`src/rtl/tuner_pkg.sv`:
```
// Shared constants for the tuner datapath: word sizes, mixer pipeline
// latencies, scheduler state encoding and the dither LFSR definition.
package tuner_pkg;

    localparam int DSZ         = 16;
    localparam int PSZ         = 11;
    localparam int ASZ         = 32;
    localparam int MIX_PHS_LAT = 6;
    localparam int MIX_DAT_LAT = 2;

    typedef logic [0:0] state_t;
    localparam state_t IDLE    = 1'b0;
    localparam state_t ISSUE_Q = 1'b1;

    // x^16 + x^14 + x^13 + x^11 + 1, Fibonacci form shifting left
    localparam logic [15:0] LFSR_SEED = 16'hACE1;
    localparam logic [15:0] LFSR_TAPS = 16'hB400;

    function automatic logic [15:0] lfsr_next(input logic [15:0] s);
        return {s[14:0], ^(s & LFSR_TAPS)};
    endfunction

endpackage

```
`src/rtl/sync_fifo.sv`:
```
// Small synchronous FIFO with an occupancy count, used to hold completed
// I/Q pairs; the count feeds the scheduler's credit check.
module sync_fifo #(
    parameter int WIDTH = 32,
    parameter int DEPTH = 4
) (
    input  logic                     clk,
    input  logic                     reset,
    input  logic                     push,
    input  logic [WIDTH-1:0]         push_data,
    input  logic                     pop,
    output logic [WIDTH-1:0]         head,
    output logic                     empty,
    output logic [$clog2(DEPTH):0]   count
);
    localparam int AW = $clog2(DEPTH);
    localparam int CW = AW + 1;

    logic [WIDTH-1:0] mem [DEPTH];
    logic [AW-1:0]    rd_ptr;
    logic [AW-1:0]    wr_ptr;
    logic             do_pop;

    assign empty  = (count == '0);
    assign do_pop = pop & ~empty;
    assign head   = mem[rd_ptr];

    always_ff @(posedge clk) begin
        if (reset) begin
            for (int i = 0; i < DEPTH; i++) mem[i] <= '0;
            rd_ptr <= '0;
            wr_ptr <= '0;
            count  <= '0;
        end else begin
            if (push) begin
                mem[wr_ptr] <= push_data;
                wr_ptr      <= wr_ptr + 1'b1;
            end
            if (do_pop) rd_ptr <= rd_ptr + 1'b1;
            count <= count + CW'(push) - CW'(do_pop);
        end
    end

endmodule

```
`src/rtl/tuner_mix_sched.sv`:
```
// Time-shares one tuner_mixer between I and Q, owns the NCO accumulator and
// buffers I/Q pairs. Define TUNER_MIX_SCHED_DITHER_EN for LFSR phase dither.
module tuner_mix_sched
    import tuner_pkg::*;
#(
    parameter int FIFO_DEPTH = 4
) (
    input  logic           clk,
    input  logic           reset,
    input  logic           enable,
    input  logic [ASZ-1:0] freq_word,
    input  logic           freq_load,
    input  logic [ASZ-1:0] phase_offset,
    input  logic           phase_clr,
    input  logic [DSZ-1:0] in_data,
    input  logic           in_valid,
    output logic           in_ready,
    output logic           mix_cos,
    output logic [PSZ-1:0] mix_phs,
    output logic [DSZ-1:0] mix_in,
    input  logic [DSZ-1:0] mix_out,
    output logic [DSZ-1:0] out_i,
    output logic [DSZ-1:0] out_q,
    output logic           out_valid,
    input  logic           out_ready
);
    localparam int TAGS     = MIX_PHS_LAT + 1;
    localparam int LOAD_STG = MIX_PHS_LAT - MIX_DAT_LAT - 2;
    localparam int CW       = $clog2(FIFO_DEPTH) + 1;
    localparam int SW       = CW + 1;

    state_t           state;
    logic [ASZ-1:0]   acc;
    logic [ASZ-1:0]   freq_active;
    logic [ASZ-1:0]   freq_pend;
    logic             freq_pend_flag;
    logic             clr_pend_flag;
    logic [PSZ-1:0]   phase_now;
    logic [PSZ-1:0]   phs_hold;
    logic [TAGS-1:0]  tag;
    logic [DSZ-1:0]   dly [LOAD_STG+1];
    logic [DSZ-1:0]   i_hold;
    logic [SW-1:0]    in_flight;
    logic [CW-1:0]    fifo_count;
    logic             fifo_empty;
    logic [2*DSZ-1:0] fifo_head;
    logic             has_credit;
    logic             accept;
    logic             boundary;
    logic             apply_pend;

`ifdef TUNER_MIX_SCHED_DITHER_EN
    logic [15:0]    lfsr;
    logic [ASZ-1:0] dither;

    assign dither = ASZ'(lfsr) & ((ASZ'(1) << (ASZ - PSZ)) - ASZ'(1));

    always_ff @(posedge clk) begin
        if (reset)       lfsr <= LFSR_SEED;
        else if (accept) lfsr <= lfsr_next(lfsr);
    end

    assign phase_now = PSZ'((acc + phase_offset + dither) >> (ASZ - PSZ));
`else
    assign phase_now = PSZ'((acc + phase_offset) >> (ASZ - PSZ));
`endif

    // Each issued pair holds exactly one tag bit until its FIFO write.
    always_comb begin
        in_flight = '0;
        for (int k = 0; k < TAGS; k++) in_flight = in_flight + SW'(tag[k]);
    end

    assign has_credit = (SW'(fifo_count) + in_flight) < SW'(FIFO_DEPTH);
    assign in_ready   = ~reset & enable & (state == IDLE) & has_credit;
    assign accept     = in_valid & in_ready;
    assign boundary   = (state == ISSUE_Q);
    assign apply_pend = boundary | ((state == IDLE) & ~accept);

    assign mix_cos = accept;
    assign mix_phs = accept ? phase_now : ((boundary & ~reset) ? phs_hold : '0);

    always_ff @(posedge clk) begin
        if (reset) begin
            state          <= IDLE;
            acc            <= '0;
            freq_active    <= '0;
            freq_pend      <= '0;
            freq_pend_flag <= 1'b0;
            clr_pend_flag  <= 1'b0;
            phs_hold       <= '0;
        end else begin
            if (accept) begin
                state    <= ISSUE_Q;
                phs_hold <= phase_now;
            end else if (boundary) begin
                state <= IDLE;
            end

            if (apply_pend && clr_pend_flag) acc <= '0;
            else if (boundary)               acc <= acc + freq_active;

            if (apply_pend && freq_pend_flag) freq_active <= freq_pend;

            // A load coincident with an apply stays pending for the next one.
            if (freq_load) begin
                freq_pend      <= freq_word;
                freq_pend_flag <= 1'b1;
            end else if (apply_pend) begin
                freq_pend_flag <= 1'b0;
            end

            if (phase_clr)       clr_pend_flag <= 1'b1;
            else if (apply_pend) clr_pend_flag <= 1'b0;
        end
    end

    // The sample rides a delay line so back-to-back accepts cannot clobber it.
    always_ff @(posedge clk) begin
        if (reset) begin
            tag    <= '0;
            mix_in <= '0;
            i_hold <= '0;
            for (int k = 0; k <= LOAD_STG; k++) dly[k] <= '0;
        end else begin
            tag    <= {tag[TAGS-2:0], accept};
            dly[0] <= in_data;
            for (int k = 1; k <= LOAD_STG; k++) dly[k] <= dly[k-1];
            if (tag[LOAD_STG]) mix_in <= dly[LOAD_STG];
            if (tag[TAGS-2])   i_hold <= mix_out;
        end
    end

    sync_fifo #(
        .WIDTH (2*DSZ),
        .DEPTH (FIFO_DEPTH)
    ) u_fifo (
        .clk       (clk),
        .reset     (reset),
        .push      (tag[TAGS-1]),
        .push_data ({i_hold, mix_out}),
        .pop       (out_ready),
        .head      (fifo_head),
        .empty     (fifo_empty),
        .count     (fifo_count)
    );

    assign out_i     = fifo_head[2*DSZ-1:DSZ];
    assign out_q     = fifo_head[DSZ-1:0];
    assign out_valid = ~fifo_empty;

endmodule

```
`config.mk`:
```
export PLATFORM = sky130hd
export DESIGN_NAME = tuner_mix_sched
export DESIGN_NICKNAME = d
export VERILOG_FILES = /design/src/rtl/tuner_pkg.sv /design/src/rtl/sync_fifo.sv /design/src/rtl/tuner_mix_sched.sv
export SDC_FILE = /design/constraint.sdc
export NUM_CORES = 1
export LEC_CHECK = 0
export ABC_CLOCK_PERIOD_IN_PS = 6000
export BUFFER_PORTS_ARGS = -buffer_cell sky130_fd_sc_hd__buf_2
export CORE_MARGIN = 2
export CORE_UTILIZATION = 45
export CTS_BUF_LIST = sky130_fd_sc_hd__clkbuf_4 sky130_fd_sc_hd__clkbuf_8 sky130_fd_sc_hd__clkbuf_16
export DETAILED_ROUTE_END_ITERATION = 16
export GPL_TIMING_DRIVEN = 0
export PLACE_DENSITY = 0.68
export SLEW_MARGIN = 10
export SYNTH_ARGS = -nofsm -noshare
export SYNTH_HDL_FRONTEND = slang
export SYNTH_SLANG_ARGS = --single-unit
```
`constraint.sdc`:
```
create_clock -name clk -period 6 [get_ports clk]
set_input_delay 0.6 -clock clk [delete_from_list [all_inputs] [get_ports clk]]
set_output_delay 0.6 -clock clk [all_outputs]
set_load 0.1 [all_outputs]
```
==> summary.md, run 1 <==
| Metric | Value |
|---|---|
| Worst setup margin | `0.381 ns` |
| First-pass GRT wire length | `56.5 mm` |
| Detail Placement HPWL | `25.6 mm` |
| Avg Inst Size Synth | `11.0 um2` |
| Final hold violations | `0` |
| P per Cell Area | `342 nW/um2` |
| Pins Over Slew Limit | `0` |
| Antenna violations before repair | `4` |
| Clock Sinks | `333` |
| Worst reg2reg path depth | `15` |
| Setup repair after global routing missed its margin | `false` |
| Clk root buf | `clkbuf_16` |
| Ys Warns | `0` |
| Critical path buffers and inverters | `5` |
| Antenna viol nets, final | `0` |
| Count leader, synth | `dfxtp_1` |
| Average wire per standard cell | `17.3 um` |
| TritonRoute pass-1 iters | `5` |
| Max cap viols | `0` |
| Commonest cells in the netlist | `dfxtp_1 (205), and2_1 (134), nand2_1 (129), edfxtp_1 (128), nor2_1 (112)` |
| Worst setup SP type | `flop` |
| Pin count of the biggest net entering global routing | `33` |
| Met1 Routed Length | `16.8 mm` |
| Grt ovf | `0` |
| Setup TNS | `0 ns` |
| Worst min path class | `in2reg` |
| Number of synthesized register bits | `333` |
| Setup Skew | `0.0219 ns` |
| Global Route Usage Sum | `0.203` |
| Cells taking the most area after synthesis | `dfxtp_1 (27%), edfxtp_1 (25%), ha_1 (5.6%), and2_1 (5.5%), mux2i_1 (5.5%)` |
| Nets | `1754` |
| Fillers | `2955` |
| Post-synth top flop | `dfxtp_1` |
| CTS Buf Count | `36` |
| P_int | `4.23 mW` |
| Crit end category | `primary output` |
| DR WL met3 | `2.03 mm` |
| Top cell family by delay on the critical path | `adder cells` |
| Die height | `188 um` |
| Clock Tree Buf Depth | `3` |
| Post-synth cell types | `72` |
| Seq/Total Area, Yosys | `0.524` |
| Io pins | `165` |
| Async S/R FF share, synth | `0` |
| Worst slack at placement | `0.206 ns` |
| Worst Path Max Fanout | `10` |
| Syn Std Cell Area | `15200 um2` |
| Comb power frac | `0.206` |
| R2R Setup Slk | `1.17 ns` |
| Sw frac | `0.312` |
| Top sig layer | `met5` |
| Area growth from synthesis to layout | `18.6%` |
| Peak VDD IR | `0.251 mV` |
| CTS tree | `done` |
| Synth top area share | `0.270` |
| Worst-Skew Late Latency | `0.53 ns` |
| Final Total Pwr | `6.15 mW` |
| DR vias/cell | `5.20` |
| Die Wd | `188 um` |
| Relative slew slack | `0.318` |
| Tcrit/Tclk final | `0.937` |
| Reg-to-Reg Start | `tag[0]$_SDFF_PP0_` |
| Reg power frac | `0.403` |
| Setup repair bufs after CTS | `0` |
| Setup Crit Path Kind | `reg2out` |
| Worst Path Arrival | `5.02 ns` |
| DRT Wirelength | `35.7 mm` |
| Initial core utilization | `0.455` |
| Fmax | `0.178 GHz` |
| EDFF count, synth | `128` |
| Crit path required time | `5.40 ns` |
| Endpoints failing setup | `0` |
| Syn Nets | `1554` |
| Vias in the first global route | `10600` |
| Clock share of power | `0.392` |
| WL met2 | `15.9 mm` |
| Routability congestion estimate | `0.888` |
| Reg clk slew, reported paths | `0.06 ns` |
| Worst-path cell chain | `fa_1 -> inv_1 -> fa_1 -> inv_1 -> fa_1 -> ha_1 -> a31oi_1 -> nand3_1 -> o21ai_0 -> a32oi_1 -> nor4b_4 -> nand2_2 -> inv_2 -> buf_4 -> o2111ai_1 -> nand2_2 -> buf_2` |
| DRC | `0` |
| RR Endpoint | `acc[5]$_SDFFE_PP0P_` |
| Crit-path slowest cell | `fa_1` |
| Critical path's largest stage delay | `0.54 ns` |
| Core Rows | `67` |
| Area leader, netlist | `dfxtp_1` |
| Synth Instances | `1378` |
| Initial DRC Count | `692` |
| Critical path depth in cells | `17` |
| Core Footprint | `33400 um2` |
| H-tree depth | `2` |
| Crit path time final | `5.62 ns` |
| Port bufs | `163` |
| Share of cells above drive strength 1 | `0.187` |
| Most used cell along the critical path | `fa_1` |
| Crit. Startpoint | `tag[0]$_SDFF_PP0_` |
| CP Capture Point | `mix_phs[7]` |
| Die area | `35200 um2` |
| Status | `complete, no violations` |
| Leak Pwr | `7.53 nW` |
| P_sw | `1.92 mW` |
| Worst-Margin Slew | `1.02 ns` |
| Vias | `10700` |
==> worst reg2reg max path, cell delays in order (launching register included) <==
cell      delay (ns)
dfxtp_1         0.45
fa_1            0.55
inv_1           0.05
fa_1            0.48
inv_1           0.05
fa_1            0.36
ha_1            0.28
a31oi_1         0.27
o21ai_0         0.12
a32oi_1         0.27
nor4b_4         0.11
nand2_2         0.24
inv_2           0.11
nor2_1          0.72
clkbuf_1        0.54
nor2_1          0.12
==> worst min path at each step <==
stage               slack [ns]            startpoint  depth (start not counted)                    to
finish                    0.28            in_data[9]                          2  dly[0][9]$_SDFF_PP0_
global route              0.26            in_data[7]                          2  dly[0][7]$_SDFF_PP0_
CTS                       0.26            in_data[9]                          2  dly[0][9]$_SDFF_PP0_
detailed placement        0.42  dly[0][2]$_SDFF_PP0_                          1  dly[1][2]$_SDFF_PP0_
global placement          0.42  dly[1][4]$_SDFF_PP0_                          1  dly[2][4]$_SDFF_PP0_
floorplan                 0.41  dly[0][0]$_SDFF_PP0_                          1  dly[1][0]$_SDFF_PP0_
==> power groups by stage <==
| stage | Clock [mW] | Combinational [mW] | Sequential, mW |
|---|---|---|---|
| after global placement | 0 | 1.26 | 2.52 |
| after CTS | 2.44 | 1.28 | 2.48 |
| after global routing | 2.54 | 1.34 | 2.49 |
| after detailed placement | 0 | 1.27 | 2.53 |
| after floorplan | 0 | 1.04 | 2.51 |
| final | 2.41 | 1.26 | 2.48 |
==> repair_timing <==
action	4_1_cts	5_1_grt
hold buffers	0	0
gates resized for setup	4	4
endpoints found under the setup margin	5	5
==> metrics by stage <==
step	hold slack (ns)	util	area, um2	std cells
3_5_place_dp	0.420	0.499	16700	1990
5_1_grt	0.264	0.539	18000	2055
6_report	0.280	0.539	18000	2055
2_1_floorplan	0.414	-	15300	1378
3_3_place_gp	0.416	0.499	16600	1989
4_1_cts	0.262	0.539	18000	2055
==> layout make-up <==
| cell class | count | area (um2) | area share |
|---|---|---|---|
| sequential | 333 | 7950 | 0.442 |
| buffer | 66 | 256 | 0.0143 |
| antenna | 1 | 2.50 | 0.000139 |
| timing repair buffer | 164 | 843 | 0.0469 |
| clock inverter | 21 | 274 | 0.0152 |
| clock buffer | 45 | 1050 | 0.0585 |
| tap | 448 | 561 | 0.0311 |
| multi-input combinational | 946 | 6940 | 0.386 |
| inverter | 31 | 116 | 0.00647 |
==> layer usage <==
| metal | global-route usage | up-vias |
|---|---|---|
| li1 | - | 5272 |
| met1 | 0.283 | 5063 |
| met2 | 0.327 | 270 |
| met3 | 0.0352 | 65 |
| met4 | 0.0600 | 6 |
| met5 | 0 | - |
==> flip-flops by register name (all words and copies together) (netlist names), 3 cells and up, named ones only <==
signal	flops
freq_active	32
u_fifo.mem	128
u_fifo.count	3
acc	32
tag	7
phs_hold	11
freq_pend	32
dly	48
i_hold	16
mix_in	16
==> kinds of logic after synthesis <==
| logic type | count (synthesis) | share of synthesized area |
|---|---|---|
| AOI/OAI and AO/OA | 222 | 0.0993 |
| and+or+nand+nor | 501 | 0.167 |
| buffers and inverters | 99 | 0.0247 |
| xor gates and xnor gates | 35 | 0.0202 |
| muxes | 115 | 0.102 |
| adders and majority gates | 73 | 0.0626 |
| DFF | 333 | 0.524 |
==> layout by cell type, fill, tap and decap left out, types with 5 or more instances in the layout <==
cell	synthesis	layout
dfxtp_1	205	204
buf_2	3	162
and2_1	134	134
edfxtp_1	128	128
nand2_1	129	122
nor2_1	112	112
mux2i_1	83	83
a21oi_1	78	78
ha_1	68	68
nor2b_1	58	58
clkbuf_1	55	51
clkbuf_16	0	39
mux4_2	32	32
a21o_1	30	30
inv_1	29	29
o21ai_0	30	27
xnor2_1	19	19
nand3_1	18	18
xor2_1	16	16
buf_1	10	10
o21bai_1	11	10
nand3b_1	9	9
clkinv_2	0	9
nand2_2	0	7
o21a_1	7	7
a211oi_1	7	7
nand4_1	6	6
nor3_1	6	6
nand2b_1	6	6
a21boi_0	5	5
and3_1	5	5
nor3b_1	5	5
fa_1	5	5
clkbuf_8	0	5
bufinv_16	0	5
No activity file was read; power rests on OpenSTA's default activity.
==> run 2: changes to the inputs <==
GPL_TIMING_DRIVEN = 1   (was 0)
SYNTH_HIERARCHICAL = 1   (was unset)
==> run 2 against run 1 <==
Compared with the run above: final cell count fell by 3.1%; die area fell by 0.55%; setup slack improved by 0.32 ns; combinational power shrank 8%; sequential cell count unchanged; register-to-register slack better by 0.31 ns; via count decreased by 2.9%; sequential power hardly changed; routed wire length is 6.7% lower; hold slack improved by 0.016 ns; critical endpoint is now mix_phs[2].
==> summary.md, run 2 <==
| Metric | Value |
|---|---|
| Status | `complete, no violations (unchanged)` |
| Worst-Skew Late Latency | `0.52 ns (was 0.53 ns)` |
| Relative slew slack | `0.227 (was 0.318)` |
| Pin count of the biggest net entering global routing | `97 (was 33)` |
| Final Total Pwr | `5.92 mW (was 6.15 mW)` |
| Setup Skew | `0.0186 ns (was 0.0219 ns)` |
| Reg clk slew, reported paths | `0.06 ns (about the same)` |
| Share of cells above drive strength 1 | `0.212 (was 0.187)` |
| Peak VDD IR | `0.275 mV (was 0.251 mV)` |
| EDFF count, synth | `128 (unchanged)` |
| Hold buffer count at CTS | `0 (unchanged)` |
| Routability congestion estimate | `0.949 (was 0.888)` |
| Seq/Total Area, Yosys | `0.527 (was 0.524)` |
| Antenna viol nets, final | `0 (unchanged)` |
| Average wire per standard cell | `16.7 um (was 17.3 um)` |
| P per Cell Area | `335 nW/um2 (was 342 nW/um2)` |
| Die height | `187 um (was 188 um)` |
| Antenna violations before repair | `2 (was 4)` |
| Setup TNS | `0 ns (unchanged)` |
| Syn Nets | `1553 (was 1554)` |
| WL met2 | `15.7 mm (was 15.9 mm)` |
| Endpoints failing setup | `0 (unchanged)` |
| CTS tree | `done (unchanged)` |
| H-tree depth | `2 (unchanged)` |
| Setup Crit Path Kind | `reg2out (unchanged)` |
| DRC | `0 (unchanged)` |
| Max cap viols | `0 (unchanged)` |
| DR vias/cell | `5.21 (was 5.20)` |
| Tcrit/Tclk final | `0.883 (was 0.937)` |
| Count leader, synth | `dfxtp_1 (unchanged)` |
| Grt ovf | `0 (unchanged)` |
| Most common cell after layout, fill and taps aside | `dfxtp_1 (unchanged)` |
| RR Endpoint | `acc[16]$_SDFFE_PP0P_ (was acc[5]$_SDFFE_PP0P_)` |
| Worst-Margin Slew | `1.16 ns (was 1.02 ns)` |
| R2R Setup Slk | `1.48 ns (was 1.17 ns)` |
| Hold Slack | `0.296 ns (was 0.280 ns)` |
| Core Footprint | `33300 um2 (was 33400 um2)` |
| Nets | `1691 (was 1754)` |
| Worst reg2reg path depth | `17 (was 15)` |
| Reg-to-Reg Start | `tag[1]$_SDFF_PP0_ (was tag[0]$_SDFF_PP0_)` |
| First-pass GRT wire length | `53.9 mm (was 56.5 mm)` |
| Avg Inst Size Synth | `11.0 um2 (about the same)` |
| Fillers | `2955 (unchanged)` |
| Worst setup SP type | `flop (unchanged)` |
| Crit end category | `primary output (unchanged)` |
| Initial core utilization | `0.453 (was 0.455)` |
| Regs by FF count | `u_fifo/mem x128, dly x48 (was u_fifo.mem x128, dly x48)` |
| Inserted Diodes | `0 (was 1)` |
| Port bufs | `164 (was 163)` |
| TritonRoute pass-1 iters | `7 (was 5)` |
| Crit path required time | `5.40 ns (about the same)` |
| CTS Buf Count | `36 (unchanged)` |
| Pins Over Slew Limit | `0 (unchanged)` |
| Initial DRC Count | `583 (was 692)` |
| Fmax | `0.189 GHz (was 0.178 GHz)` |
| Commonest cells in the netlist | `dfxtp_1 (205), nand2_1 (143), edfxtp_1 (128), nor2_1 (116), a21oi_1 (90) (was dfxtp_1 (205), and2_1 (134), nand2_1 (129), edfxtp_1 (128), nor2_1 (112))` |
| Leak Pwr | `7.46 nW (was 7.53 nW)` |
| Setup repair bufs after CTS | `0 (unchanged)` |
| Die Wd | `187 um (was 188 um)` |
| Post-synth cell types | `68 (was 72)` |
| Max FFs per register | `128 (unchanged)` |
| Met1 Routed Length | `14.9 mm (was 16.8 mm)` |
| Hold Path Cell Cnt | `2 (unchanged)` |
| Design Area, Final | `17700 um2 (was 18000 um2)` |
| DRT Wirelength | `33.3 mm (was 35.7 mm)` |
| Worst Path Max Fanout | `18 (was 10)` |
| Vias in the first global route | `10300 (was 10600)` |
| Cells taking the most area after synthesis | `dfxtp_1 (27%), edfxtp_1 (25%), ha_1 (5.6%), mux2i_1 (5.2%), mux4_2 (4.8%) (was dfxtp_1 (27%), edfxtp_1 (25%), ha_1 (5.6%), and2_1 (5.5%), mux2i_1 (5.5%))` |
| Ys Warns | `6 (was 0)` |
| Area leader, netlist | `dfxtp_1 (unchanged)` |
| Crit path time final | `5.30 ns (was 5.62 ns)` |
| Placed instance area | `16400 um2 (was 16700 um2)` |
| Syn Std Cell Area | `15100 um2 (was 15200 um2)` |
| Clock Tree Buf Depth | `3 (unchanged)` |
| Area growth from synthesis to layout | `17.2% (was 18.6%)` |
| Vias | `10400 (was 10700)` |
| Post-synth top flop | `dfxtp_1 (unchanged)` |
| Number of synthesized register bits | `333 (unchanged)` |
| Top sig layer | `met5 (unchanged)` |
| Worst min path class | `in2reg (unchanged)` |
| Synth top area share | `0.272 (was 0.270)` |
| DR WL met3 | `1.97 mm (was 2.03 mm)` |
| Detail Placement HPWL | `22.0 mm (was 25.6 mm)` |
| Core Rows | `67 (unchanged)` |
| Hold EP | `dly[0][10]$_SDFF_PP0_ (was dly[0][9]$_SDFF_PP0_)` |
| Min-delay src | `in_data[10] (was in_data[9])` |
| Most frequent cells in the layout | `dfxtp_1 (204), buf_2 (152), nand2_1 (135), edfxtp_1 (128), nor2_1 (116) (was dfxtp_1 (204), buf_2 (162), and2_1 (134), edfxtp_1 (128), nand2_1 (122))` |
| Final hold violations | `0 (unchanged)` |
| Post-cts repair resize count | `0 (was 4)` |
| Global Route Usage Sum | `0.190 (was 0.203)` |
| Setup repair after global routing missed its margin | `false (unchanged)` |
| Top reg by flops | `u_fifo/mem (was u_fifo.mem)` |
| Async S/R FF share, synth | `0 (unchanged)` |
| Worst Path Arrival | `4.70 ns (was 5.02 ns)` |
| Die area | `35000 um2 (was 35200 um2)` |
| Clk root buf | `clkbuf_16 (unchanged)` |
| Io pins | `165 (unchanged)` |
| Synth Instances | `1377 (was 1378)` |
| Clock Sinks | `333 (unchanged)` |
==> run 2: cell count changes after synthesis, moves of 10 or more <==
cell | previous run | this run
and2_2 | 0 | 28
and2_1 | 134 | 38
a21oi_1 | 78 | 90
a21o_1 | 30 | 20
and3_1 | 5 | 67
nand2_1 | 129 | 143
==> run 2: worst max-delay path, cell delays in order, from the launching register on <==
cell	delay (ns)
dfxtp_1	0.32
fa_1	0.54
inv_1	0.05
fa_1	0.47
inv_1	0.05
fa_1	0.37
ha_1	0.28
a31o_2	0.24
a31oi_1	0.25
nor4b_4	0.08
nand2_1	0.09
buf_4	0.20
clkinv_1	0.52
o311ai_0	0.33
nand2_1	0.17
buf_12	0.20
==> run 2: per-stage QoR <==
stage               instances  worst slack (ns)   util
floorplan                1377            0.0176      -
global placement         1925              1.32  0.494
detailed placement       1925              1.24  0.494
CTS                      1991             0.679  0.531
global route             1991             0.442  0.531
finish                   1991             0.701  0.531
==> run 2: power by group <==
part           leakage, nW  switching (mW)  internal, mW
Sequential            2.99          0.0443          2.43
Combinational         3.85           0.852         0.312
Clock                0.618           0.885          1.40
Total                 7.46            1.78          4.14
==> run 2: logic make-up after synthesis <==
logic type	after synthesis	synth area share
AND/OR/NAND/NOR	498	0.167
flip-flops	333	0.527
multiplexers	115	0.103
XOR/XNOR	40	0.0241
adder cells (fa/ha/maj)	73	0.0630
buffers and inverters	108	0.0303
AO/OA/AOI/OAI	210	0.0854
==> run 2: worst max path at each step <==
stage,startpoint,end,slack [ns],depth (start not counted)
after floorplan,tag[5]$_SDFF_PP0_,mix_phs[6],0.02,16
after global placement,tag[1]$_SDFF_PP0_,mix_phs[2],1.32,15
after detailed placement,tag[1]$_SDFF_PP0_,mix_phs[2],1.24,15
after CTS,tag[1]$_SDFF_PP0_,mix_phs[2],0.68,15
after global routing,tag[1]$_SDFF_PP0_,mix_phs[2],0.44,16
final,tag[1]$_SDFF_PP0_,mix_phs[2],0.70,15
==> run 2: layer usage <==
layer | vias up | GRT usage
li1 | 5132 | -
met1 | 4931 | 0.250
met2 | 254 | 0.321
met3 | 44 | 0.0383
met4 | 4 | 0.0540
met5 | - | 0
==> run 2: final cells by class <==
type                            count  area, um2  share of cell area
Clock buffer                       47        996              0.0563
Clock inverter                     19        250              0.0142
Inverter                           31        116             0.00658
Multi-Input combinational cell    936       6720               0.380
Sequential cell                   333       7950               0.449
Tap cell                          448        561              0.0317
Timing Repair Buffer              177       1090              0.0616
